## src/rtl/eth_tx_arbiter.sv

```systemverilog
// -----------------------------------------------------------------------------
// eth_tx_arbiter
//
// Shares one RGMII transmitter among N frame sources. Requesters are granted
// one at a time in round-robin order. The granted lane's byte stream is
// forwarded through one register stage onto the transmitter's tx_data and
// tx_enable inputs. A new grant waits until the transmitter drops tx_active,
// which covers its purge and inter-frame gap. The arbiter also guards against
// a granted requester that never starts and against oversize frames.
//
// Ports:
//   clock      in   125 MHz transmit clock
//   reset      in   synchronous, active-high reset
//   req        in   [N]    per-requester frame request (level, held until grant)
//   grant      out  [N]    one-hot grant, all zero when nobody is granted
//   data_in    in   [8*N]  requester byte lanes, lane i = bits [8i+7:8i]
//   enable_in  in   [N]    per-requester byte strobe, contiguous for a frame
//   tx_data    out  [8]    registered byte to the transmitter
//   tx_enable  out         registered frame strobe to the transmitter
//   tx_active  in          transmitter busy (frame, purge or gap in progress)
//   busy       out         arbiter is in any state other than IDLE
//   timeout    out         one-cycle pulse: granted requester never started
//   overrun    out         one-cycle pulse: frame truncated at MAX_BYTES
// -----------------------------------------------------------------------------
module eth_tx_arbiter #(
    parameter int N             = 4,
    parameter int MAX_BYTES     = 1518,
    parameter int START_TIMEOUT = 64
) (
    input  logic           clock,
    input  logic           reset,
    input  logic [N-1:0]   req,
    output logic [N-1:0]   grant,
    input  logic [8*N-1:0] data_in,
    input  logic [N-1:0]   enable_in,
    output logic [7:0]     tx_data,
    output logic           tx_enable,
    input  logic           tx_active,
    output logic           busy,
    output logic           timeout,
    output logic           overrun
);

    localparam int SW = $clog2(N);
    localparam int CW = $clog2(MAX_BYTES + 1);
    localparam int TW = (START_TIMEOUT > 1) ? $clog2(START_TIMEOUT) : 1;

    localparam logic [CW-1:0] COUNT_MAX  = CW'(MAX_BYTES);
    localparam logic [TW-1:0] TIMER_LAST = TW'(START_TIMEOUT - 1);
    localparam logic [SW-1:0] LAST_INIT  = SW'(N - 1);

    typedef enum logic [1:0] {
        IDLE,
        GRANT,
        SEND,
        DRAIN
    } state_t;

    state_t        state, state_next;
    logic [N-1:0]  grant_q, grant_d;
    // The round-robin pointer doubles as the current selection: it is loaded
    // with the winner at grant time and stays constant until the next grant.
    logic [SW-1:0] last, last_d;
    logic [CW-1:0] count, count_d;
    logic [TW-1:0] timer, timer_d;
    logic [7:0]    tx_data_q, tx_data_d;
    logic          tx_en_q, tx_en_d;
    logic          timeout_q, timeout_d;
    logic          overrun_q, overrun_d;

    logic [7:0]    lane [N];

    for (genvar i = 0; i < N; i++) begin : g_lane
        assign lane[i] = data_in[8*i +: 8];
    end

    // First set request bit scanning from last+1 upward, modulo N. The scan
    // runs from the farthest offset down so the nearest hit overwrites last.
    function automatic logic [SW-1:0] rr_pick(input logic [N-1:0]  r,
                                              input logic [SW-1:0] from);
        logic [SW-1:0] pick;
        logic [SW-1:0] idx;
        pick = from;
        for (int i = N; i >= 1; i--) begin
            idx = SW'((int'(from) + i) % N);
            if (r[idx]) pick = idx;
        end
        return pick;
    endfunction

    // State register and datapath registers.
    // NOTE: sequential state uses non-blocking assignments so every flop
    // samples pre-edge values no matter how the statements are ordered.
    always_ff @(posedge clock) begin
        if (reset) begin
            state     <= IDLE;
            grant_q   <= '0;
            last      <= LAST_INIT;
            count     <= '0;
            timer     <= '0;
            tx_data_q <= '0;
            tx_en_q   <= 1'b0;
            timeout_q <= 1'b0;
            overrun_q <= 1'b0;
        end else begin
            state     <= state_next;
            grant_q   <= grant_d;
            last      <= last_d;
            count     <= count_d;
            timer     <= timer_d;
            tx_data_q <= tx_data_d;
            tx_en_q   <= tx_en_d;
            timeout_q <= timeout_d;
            overrun_q <= overrun_d;
        end
    end

    // Next-state and next-register logic.
    always_comb begin
        // NOTE: every variable gets a default before the case so no path
        // leaves it unassigned, which would otherwise infer a latch.
        state_next = state;
        grant_d    = grant_q;
        last_d     = last;
        count_d    = count;
        timer_d    = timer;
        tx_data_d  = tx_data_q;
        tx_en_d    = 1'b0;
        timeout_d  = 1'b0;
        overrun_d  = 1'b0;

        case (state)
            IDLE: begin
                if (!tx_active && (req != '0)) begin
                    last_d          = rr_pick(req, last);
                    grant_d         = '0;
                    grant_d[last_d] = 1'b1;
                    timer_d         = '0;
                    state_next      = GRANT;
                end
            end

            GRANT: begin
                if (enable_in[last]) begin
                    tx_en_d    = 1'b1;
                    tx_data_d  = lane[last];
                    count_d    = CW'(1);
                    state_next = SEND;
                end else if (!req[last]) begin
                    // Request withdrawn before starting: release quietly.
                    grant_d    = '0;
                    state_next = DRAIN;
                end else if (timer == TIMER_LAST) begin
                    timeout_d  = 1'b1;
                    grant_d    = '0;
                    state_next = DRAIN;
                end else begin
                    timer_d = timer + 1'b1;
                end
            end

            SEND: begin
                if (enable_in[last]) begin
                    if (count == COUNT_MAX) begin
                        // Frame already at the limit: cut it; the rest of the
                        // requester's bytes are dropped.
                        overrun_d  = 1'b1;
                        grant_d    = '0;
                        state_next = DRAIN;
                    end else begin
                        tx_en_d   = 1'b1;
                        tx_data_d = lane[last];
                        count_d   = count + 1'b1;
                    end
                end else begin
                    // First low strobe ends the frame; grant falls together
                    // with tx_enable.
                    grant_d    = '0;
                    state_next = DRAIN;
                end
            end

            DRAIN: begin
                if (!tx_active) state_next = IDLE;
            end

            default: state_next = IDLE;
        endcase
    end

    // Outputs.
    always_comb begin
        grant     = grant_q;
        tx_data   = tx_data_q;
        tx_enable = tx_en_q;
        busy      = (state != IDLE);
        timeout   = timeout_q;
        overrun   = overrun_q;
    end

endmodule

```

## config.mk

```make
export PLATFORM = sky130hd
export DESIGN_NAME = eth_tx_arbiter
export DESIGN_NICKNAME = d
export VERILOG_FILES = /design/src/rtl/eth_tx_arbiter.sv
export SDC_FILE = /design/constraint.sdc
export NUM_CORES = 1
export LEC_CHECK = 0
export BUFFER_PORTS_ARGS = -buffer_cell sky130_fd_sc_hd__buf_2
export CAP_MARGIN = 10
export CORE_AREA = 3 3 65 67
export DETAILED_ROUTE_END_ITERATION = 8
export DIE_AREA = 0 0 68 70
export GPL_ROUTABILITY_DRIVEN = 0
export PLACE_DENSITY_LB_ADDON = 0.3
export SYNTH_ARGS = -nofsm -noshare
export SYNTH_HDL_FRONTEND = slang
export SYNTH_SLANG_ARGS = --single-unit
export TNS_END_PERCENT = 10
```

## constraint.sdc

```tcl
create_clock -name clock -period 4.5 [get_ports clock]
set_input_delay 0.9 -clock clock [delete_from_list [all_inputs] [get_ports clock]]
set_output_delay 0.9 -clock clock [all_outputs]
set_load 0.1 [all_outputs]
```

**After elaboration in Yosys (flattened, before gate mapping)**

Index checks and enable logic that the tools add are counted.

- Add/subtract/negate cells: 6
- Multiply operators: 0
- Div/mod/pow operators: 0
- Order comparisons: 8
- Equality and inequality tests: 16
- Shift operators: 0
- Muxes and demuxes: 57
- Bitwise gates (word level): 5
- Reductions and logical operators: 16

Operators by type and width:

| kind | count |
|---|---|
| $mux W8 | 5 |
| $mux W11 | 3 |
| $mux W2 | 13 |
| $mux W4 | 6 |
| $mux W6 | 4 |
| $pmux W11 S2 | 1 |
| $lt A2 B3 Y1 const B | 6 |
| $bmux W8 S2 | 1 |
| $ne A2 B2 Y1 const B | 8 |
| $pmux W8 S2 | 1 |
| $bmux W1 S2 | 6 |
| $mux W1 | 12 |
| $pmux W4 S3 | 1 |
| $pmux W6 S2 | 1 |
| $add A11 B1 Y11 const B | 1 |
| $eq A11 B11 Y1 const B | 1 |
| $reduce_and A5 Y1 | 2 |
| $pmux W2 S4 | 1 |
| $reduce_and A4 Y1 | 2 |
| $add A6 B1 Y6 const B | 1 |
| $eq A6 B6 Y1 const B | 1 |
| $ne A3 B3 Y1 const B | 2 |
| $reduce_bool A2 Y1 | 3 |
| $add A2 B1 Y2 const B | 2 |
| 18 further kinds | 24 |

- Register bits: 36
- Bits in latches: 0
- RAM bits: 0
- ROM bits: 0
- Output and inout bits: 16
- Logic and storage cells: 117
- Memories: 0

**Depth between registers and ports, before layout**

Gate-level depths: netlist (run 1).

- Word-level depth: 15
- Depth in mapped cells: 8
- Mapped depth without buffers: 7

**Least setup slack after synthesis (run 1)**

No wires, ideal clock.

- Path kind: flip-flop to flip-flop
- Start: reg state[0]
- End: reg timer[5]
- Library setup time: 0.070 ns
- Arrival time: 2.451 ns
- Required time: 4.430 ns
- Path slack: 1.979 ns
- Stages on the path, launching flop included: 8
- Buffers on the path: 0
- Clock period less this slack: 2.521 ns
- Path through: dfxtp_1 -> inv_1 -> ha_1 -> inv_1 -> a22oi_1 -> o31a_1 -> or4_1 -> a21oi_1

- Word-level cells in the longest chain between the ends: 3
- Elaborated cells between the ends (all ways): 9

Ends and longest elaborated chain:

| item | RTL line | RTL |
|---|---|---|
| from (decl) | 59 | `state_t state, state_next;` |
| from (signal assigned) | 106 | `state <= state_next;` |
| $eq A2 B1 Y1 or $logic_not A2 Y1 (tied branches) | 132 | `case (state)` |
| $ne A2 B2 Y1 (no line) or $reduce_bool A2 Y1 (tied branches) | n/a |  |
| $reduce_and A5 Y1 (no line) | n/a |  |
| to (signal assigned) | 110 | `timer <= timer_d;` |
| to (decl) | 65 | `logic [TW-1:0] timer, timer_d;` |

Parallel ways exist; a longest one is shown, timed or not.
A chain may end at the register's enable or synchronous reset.

**Worst setup path after layout (run 1)**

- Start: reg last[0]
- End: reg timer[5]

- Word-level cells in the longest chain between the ends: 4
- Elaborated cells between the ends (all ways): 7

Ends and longest elaborated chain:

| item | RTL line | RTL |
|---|---|---|
| from (decl) | 63 | `logic [SW-1:0] last, last_d;` |
| from (signal assigned) | 108 | `last <= last_d;` |
| $bmux W1 S2 (on tied branches) | 149, 144 |  |
| $mux W1 (on tied branches) | 149, 144 |  |
| $ne A2 B2 Y1 (no line) | n/a |  |
| $reduce_and A5 Y1 (no line) * | n/a |  |

Mark *: on every way between the ends. The rest lies on a longest branch, timed or not. The select of a mux whose other input is x is not followed.

==> results.toml, run 1 <==
[clocking]
htreeDepth = 2
post_cts_buffers = 0
clk_pin_slew_ns = 0.07
cts-root-buf = "clkbuf_8"
hold_buffers = 0
cts_buffer_depth = 2
cts_sinks = 36
ctsResizeCount = 0
cts_buffers = 5
cts_tree = "yes"
worstSkewPairLatency_ns = 0.28

[worst_setup_path]
cp-startpoint = "last[0]"
cp.arrival_ns = 2.84
crit_path_end_kind = "flop"
critPathKind = "reg2reg"
start_kind = "flop"
critPathBufInv = 0
cp_slowest_cell = "dfxtp_1"
crit_family = "flip-flops"
worstPathRequired_ns = 4.71
timing.rr.start = "last[0]"
critical_path.max_stage_delay_ns = 0.79
crit_chain = "mux4_2, o31a_1, or4_1, a21oi_1"
crit_fanout = 14

[synth]
netlist.area_leader.share_pct = 35.8
ys.flop_type = "dfxtp_1"
synth_top_family_by_area = "simple AND/OR/NAND/NOR gates"
avgSynthCellArea_sq_um = 8.87
yosys_warnings = 0
syn_nets = 279
yosys.area.top_type = "dfxtp_1"
synth_common_cells = "36 x dfxtp_1, 28 x nand2_1, 20 x a21oi_1, 20 x nor2_1"
synth_xor_area_share_pct = 3.48
synthTopCellsByArea = "dfxtp_1 36%, mux4_2 11%, ha_1 5.6%, nand2_1 5.2%, a21oi_1 5.0%"
ys_ff_latch = 36
synth_compound_area_share_pct = 12.9
synth_cell_types = 43
postSynthCellCount = 227
synth_most_common_cell = "dfxtp_1"
synthAdderAreaFrac_pct = 5.59
synth.area.mux_share_pct = 13.7
syn-cell-area_sq_um = 2010
synth-simple-area-share_pct = 25.5
synthArstFlopShare_pct = 0
ys_seq_area_share_pct = 35.8
synth_edf_count = 0

[placed_design]
port_buffers = 58
post-dp-hpwl_um = 3320

[sta]
slew_violations = 0
grt_setup_unrepaired = "false"
finClkSkew_ns = 0.0111
fmax_ghz = 0.380
tightest_slew_ns = 0.707
finalCritPeriodShare_pct = 58.4
final-setup-viol-count = 0
relSlewSlack_pct = 52.1
hold_viol = 0
period_needed_ns = 2.63
tns_ns = 0

[run_status]
status = "finished clean"

[floorplan]
start_util_pct = 54.6
die_w_um = 68
dieHeight_um = 70
num_rows = 22
die_area_sq_um = 4760
ios = 59
coreArea_sq_um = 3690

[drt]
vias_per_cell = 5.50
final_antenna_net_count = 0
finalWirelength_um = 4290
vias = 1844
dr.pass1.iters = 5
wl_per_cell_um = 12.8
drt-initial-drc-count = 88
drc = 0

[final_layout]
n_antenna_cell = 0
syn_to_final_growth_pct = 21.6
final_util_pct = 66.4
fin_nets = 338
multi_input_area_sq_um = 1230
final_layout_size_suffix_gt1_share_pct = 27.2
regArea_sq_um = 721
fillers = 332

[global_route]
grt.total_usage_pct = 19.4
antenna_found_initial = 0
grt_overflow = 0
grt_max_degree = 28
grt_pass1_wl_um = 7390
grt_pass1_vias = 1738

[job]
maxCapViolCount = 0

[worst_hold_path]
holdCritStartpoint = "tx_data[2]"
min_path_type = "reg2reg"

[pwr]
p_per_area_nw_per_um2 = 589
ir_drop_mv = 0.384
p_leak_nw = 0.996
==> worst reg2reg max path: cells and delay by family (launching register included) <==
| family | cells | cell delay [ns] |
|---|---|---|
| AO/OA/AOI/OAI | 2 | 0.59 |
| multiplexers | 1 | 0.69 |
| AND/OR/NAND/NOR | 1 | 0.49 |
| flip-flops | 1 | 0.79 |
==> cell usage in the layout (no fill, tap or decap), types with 3 or more instances in the layout <==
| cell | instances |
|---|---|
| buf_2 | 58 |
| dfxtp_1 | 36 |
| nand2_1 | 28 |
| a21oi_1 | 20 |
| nor2_1 | 20 |
| nand2b_1 | 10 |
| mux4_2 | 10 |
| nand3_1 | 9 |
| ha_1 | 9 |
| nor3_1 | 8 |
| xnor2_1 | 8 |
| inv_1 | 7 |
| o21ai_0 | 6 |
| nand3b_1 | 5 |
| clkbuf_8 | 5 |
| or4_1 | 4 |
| mux2i_1 | 4 |
| or3_1 | 4 |
| a211o_1 | 3 |
| nor4_1 | 3 |
| nand4_1 | 3 |
==> power breakdown <==
part	switching, mW	internal [mW]	leakage, nW
registers	0.0649	0.368	0.292
logic	0.518	0.218	0.649
clock network	0.108	0.164	0.0552
total	0.691	0.751	0.996
==> registers in the layout (all words and copies together), names as in the netlist <==
signal     flops
tx_enable      1
last           2
count         11
overrun        1
tx_data        8
timer          6
timeout        1
grant          4
state          2
==> layout make-up <==
cell class / instances / area share [%]
multi-input cells: 176 / 50.3
well taps: 48 / 2.45
clock buffers: 6 / 2.96
flip-flops and latches: 36 / 29.4
repair buffers: 59 / 12.2
inverters: 8 / 1.23
clock inverters: 2 / 1.43
==> metal layers <==
metal / routed length, um / share of wire, % / GRT usage [%]
met1: 1990 / 46 / 25.2
met2: 1990 / 46 / 31.7
met3: 276 / 6.4 / 5.47
met4: 35 / 0.82 / 3.75
met5: 0 / 0 / 0
==> logic make-up (layout without fill, tap and decap cells) <==
group	Yosys count	after routing
XOR/XNOR	8	8
multiplexers	15	15
adder cells (fa/ha/maj)	9	9
AND/OR/NAND/NOR	102	102
flip-flops	36	36
buffers and inverters	15	75
AO/OA/AOI/OAI	42	42
==> final timing paths <==
kind         slack [ns]          to  cells after the start
max                1.87    timer[5]                      4
min                0.46  tx_data[2]                      2
max reg2reg        1.87    timer[5]                      4
min reg2reg        0.46  tx_data[2]                      2
==> per-stage QoR <==
step	worst slack, ns	hold WS, ns	cell area [sq um]	std cells	total power, mW
2_1_floorplan	1.98	0.452	2010	227	1.04
6_report	1.87	0.460	2450	335	1.44
4_1_cts	1.85	0.462	2450	335	1.45
3_3_place_gp	1.85	0.440	2340	327	1.17
3_5_place_dp	1.80	0.450	2340	327	1.18
5_1_grt	1.66	0.484	2450	335	1.53
No activity file was read; power rests on OpenSTA's default activity.
==> run 2: changes to the inputs <==
--- a/config.mk
+++ b/config.mk
@@ -7,9 +7,9 @@
 export LEC_CHECK = 0
 export BUFFER_PORTS_ARGS = -buffer_cell sky130_fd_sc_hd__buf_2
 export CAP_MARGIN = 10
-export CORE_AREA = 3 3 65 67
+export CORE_AREA = 3 3 71 73
 export DETAILED_ROUTE_END_ITERATION = 8
-export DIE_AREA = 0 0 68 70
+export DIE_AREA = 0 0 74 76
 export GPL_ROUTABILITY_DRIVEN = 0
 export PLACE_DENSITY_LB_ADDON = 0.3
 export SYNTH_ARGS = -nofsm -noshare
==> constraint.sdc (replaced) <==
create_clock -name clock -period 2.15 [get_ports clock]
set_input_delay 0.43 -clock clock [delete_from_list [all_inputs] [get_ports clock]]
set_output_delay 0.43 -clock clock [all_outputs]
set_load 0.1 [all_outputs]
==> results.toml, run 2 (same netlist as run 1, synthesis figures left out) <==
[sta]
slew_violations = 0
tightest_slew_ns = 0.703
finalCritPeriodShare_pct = 96.4
period_needed_ns = 2.07
final-setup-viol-count = 0
fmax_ghz = 0.483
relSlewSlack_pct = 53.0
hold_viol = 0
tns_ns = 0
grt_setup_unrepaired = "false"
finClkSkew_ns = 0.00314

[final_layout]
largest_register_ffs = 11
n_antenna_cell = 0
final_cell_mix = "58 x buf_2, 33 x dfxtp_1, 28 x nand2_1, 20 x nor2_1, 19 x a21oi_1"
layout_commonest_cell = "buf_2"
fillers = 397
largest_register = "count"
syn_to_final_growth_pct = 26.7
final_layout_size_suffix_gt1_share_pct = 33.0
fin_nets = 348

[clocking]
cts_buffer_depth = 2
post_cts_buffers = 0
cts_buffers = 5
clk_pin_slew_ns = 0.07
cts_tree = "yes"
hold_buffers = 0
cts-root-buf = "clkbuf_8"
cts_sinks = 36
worstSkewPairLatency_ns = 0.28
htreeDepth = 2

[placed_design]
post-dp-hpwl_um = 3420
port_buffers = 58

[global_route]
antenna_found_initial = 0
grt_use_met2_pct = 27.8
grt_pass1_vias = 1833
grt_use_met3_pct = 6.60
grt.busiest_layer = "met2"
met1_usage_pct = 22.3
grt_pass1_wl_um = 7980
grt_overflow = 0
grt.total_usage_pct = 17.5
grt_max_degree = 28

[run_status]
status = "finished clean"

[drt]
vias = 1916
final_antenna_net_count = 0
vias_per_cell = 5.49
drt-initial-drc-count = 123
finalWirelength_um = 4440
drc = 0
wl_per_cell_um = 12.7
dr.pass1.iters = 4

[floorplan]
die_area_sq_um = 5620
start_util_pct = 45.6
dieHeight_um = 76
ios = 59
num_rows = 24
die_w_um = 74
coreArea_sq_um = 4410

[worst_setup_path]
critPathKind = "reg2reg"
start_kind = "flop"
crit_fanout = 9
crit_path_end_kind = "flop"
cp.arrival_ns = 2.30
worstPathRequired_ns = 2.38

[pwr]
finalPower_mw = 3.10
ir_drop_mv = 0.593
p_leak_nw = 1.03
p_per_area_nw_per_um2 = 1220

[job]
maxCapViolCount = 0

[worst_hold_path]
min_path_type = "reg2reg"
-- run 2: repair_timing --
item / CTS / global route
setup endpoints to repair: 0 / 13
hold endpoints to repair: 0 / 0
resized for setup: 0 / 7
-- run 2: power by group --
group / internal [mW] / leakage (nW) / total (mW) / switching, mW
Combinational: 0.575 / 0.693 / 1.75 / 1.18
Sequential: 0.776 / 0.292 / 0.859 / 0.0831
Clock: 0.261 / 0.0455 / 0.491 / 0.230
-- run 2: layout make-up --
cell class	instances	area, sq um	share of cell area [%]
multi-input combinational	176	1260	49.5
sequential	36	724	28.4
timing repair buffer	69	377	14.8
clock buffer	8	90.1	3.53
tap	52	65.1	2.55
inverter	8	33.8	1.32
-- run 2: metrics by stage --
stage	cells	instance area (sq um)	util [%]	setup WS (ns)	hold WS, ns
floorplan	227	2030	-	0.00278	0.452
global placement	341	2430	55.2	0.0526	0.441
detailed placement	341	2430	55.2	0.00127	0.443
CTS	349	2520	57.2	0.0204	0.453
global route	349	2550	57.8	0.00768	0.475
finish	349	2550	57.8	0.0777	0.451
-- run 2: path summary, 6_finish.rpt --
| path | from | to | slack (ns) | depth (start not counted) |
|---|---|---|---|---|
| worst min-delay path | tx_data[6] | tx_data[6] | 0.45 | 2 |
| worst max register to register | last[0] | timer[5] | 0.08 | 4 |
| worst min register to register | tx_data[6] | tx_data[6] | 0.45 | 2 |
| worst max-delay path | last[0] | timer[5] | 0.08 | 4 |
-- run 2: worst max-delay path: stages (launching register included) --
cell	delay, ns
dfxtp_2	0.35
mux4_2	0.59
o31a_1	0.43
or4_4	0.51
a21oi_2	0.14
-- run 2: layer usage --
layer  up-vias  wire, um
met5         -         0
met4         0        27
met3         4       321
met2        66      2120
met1       887      1970
li1        959         -
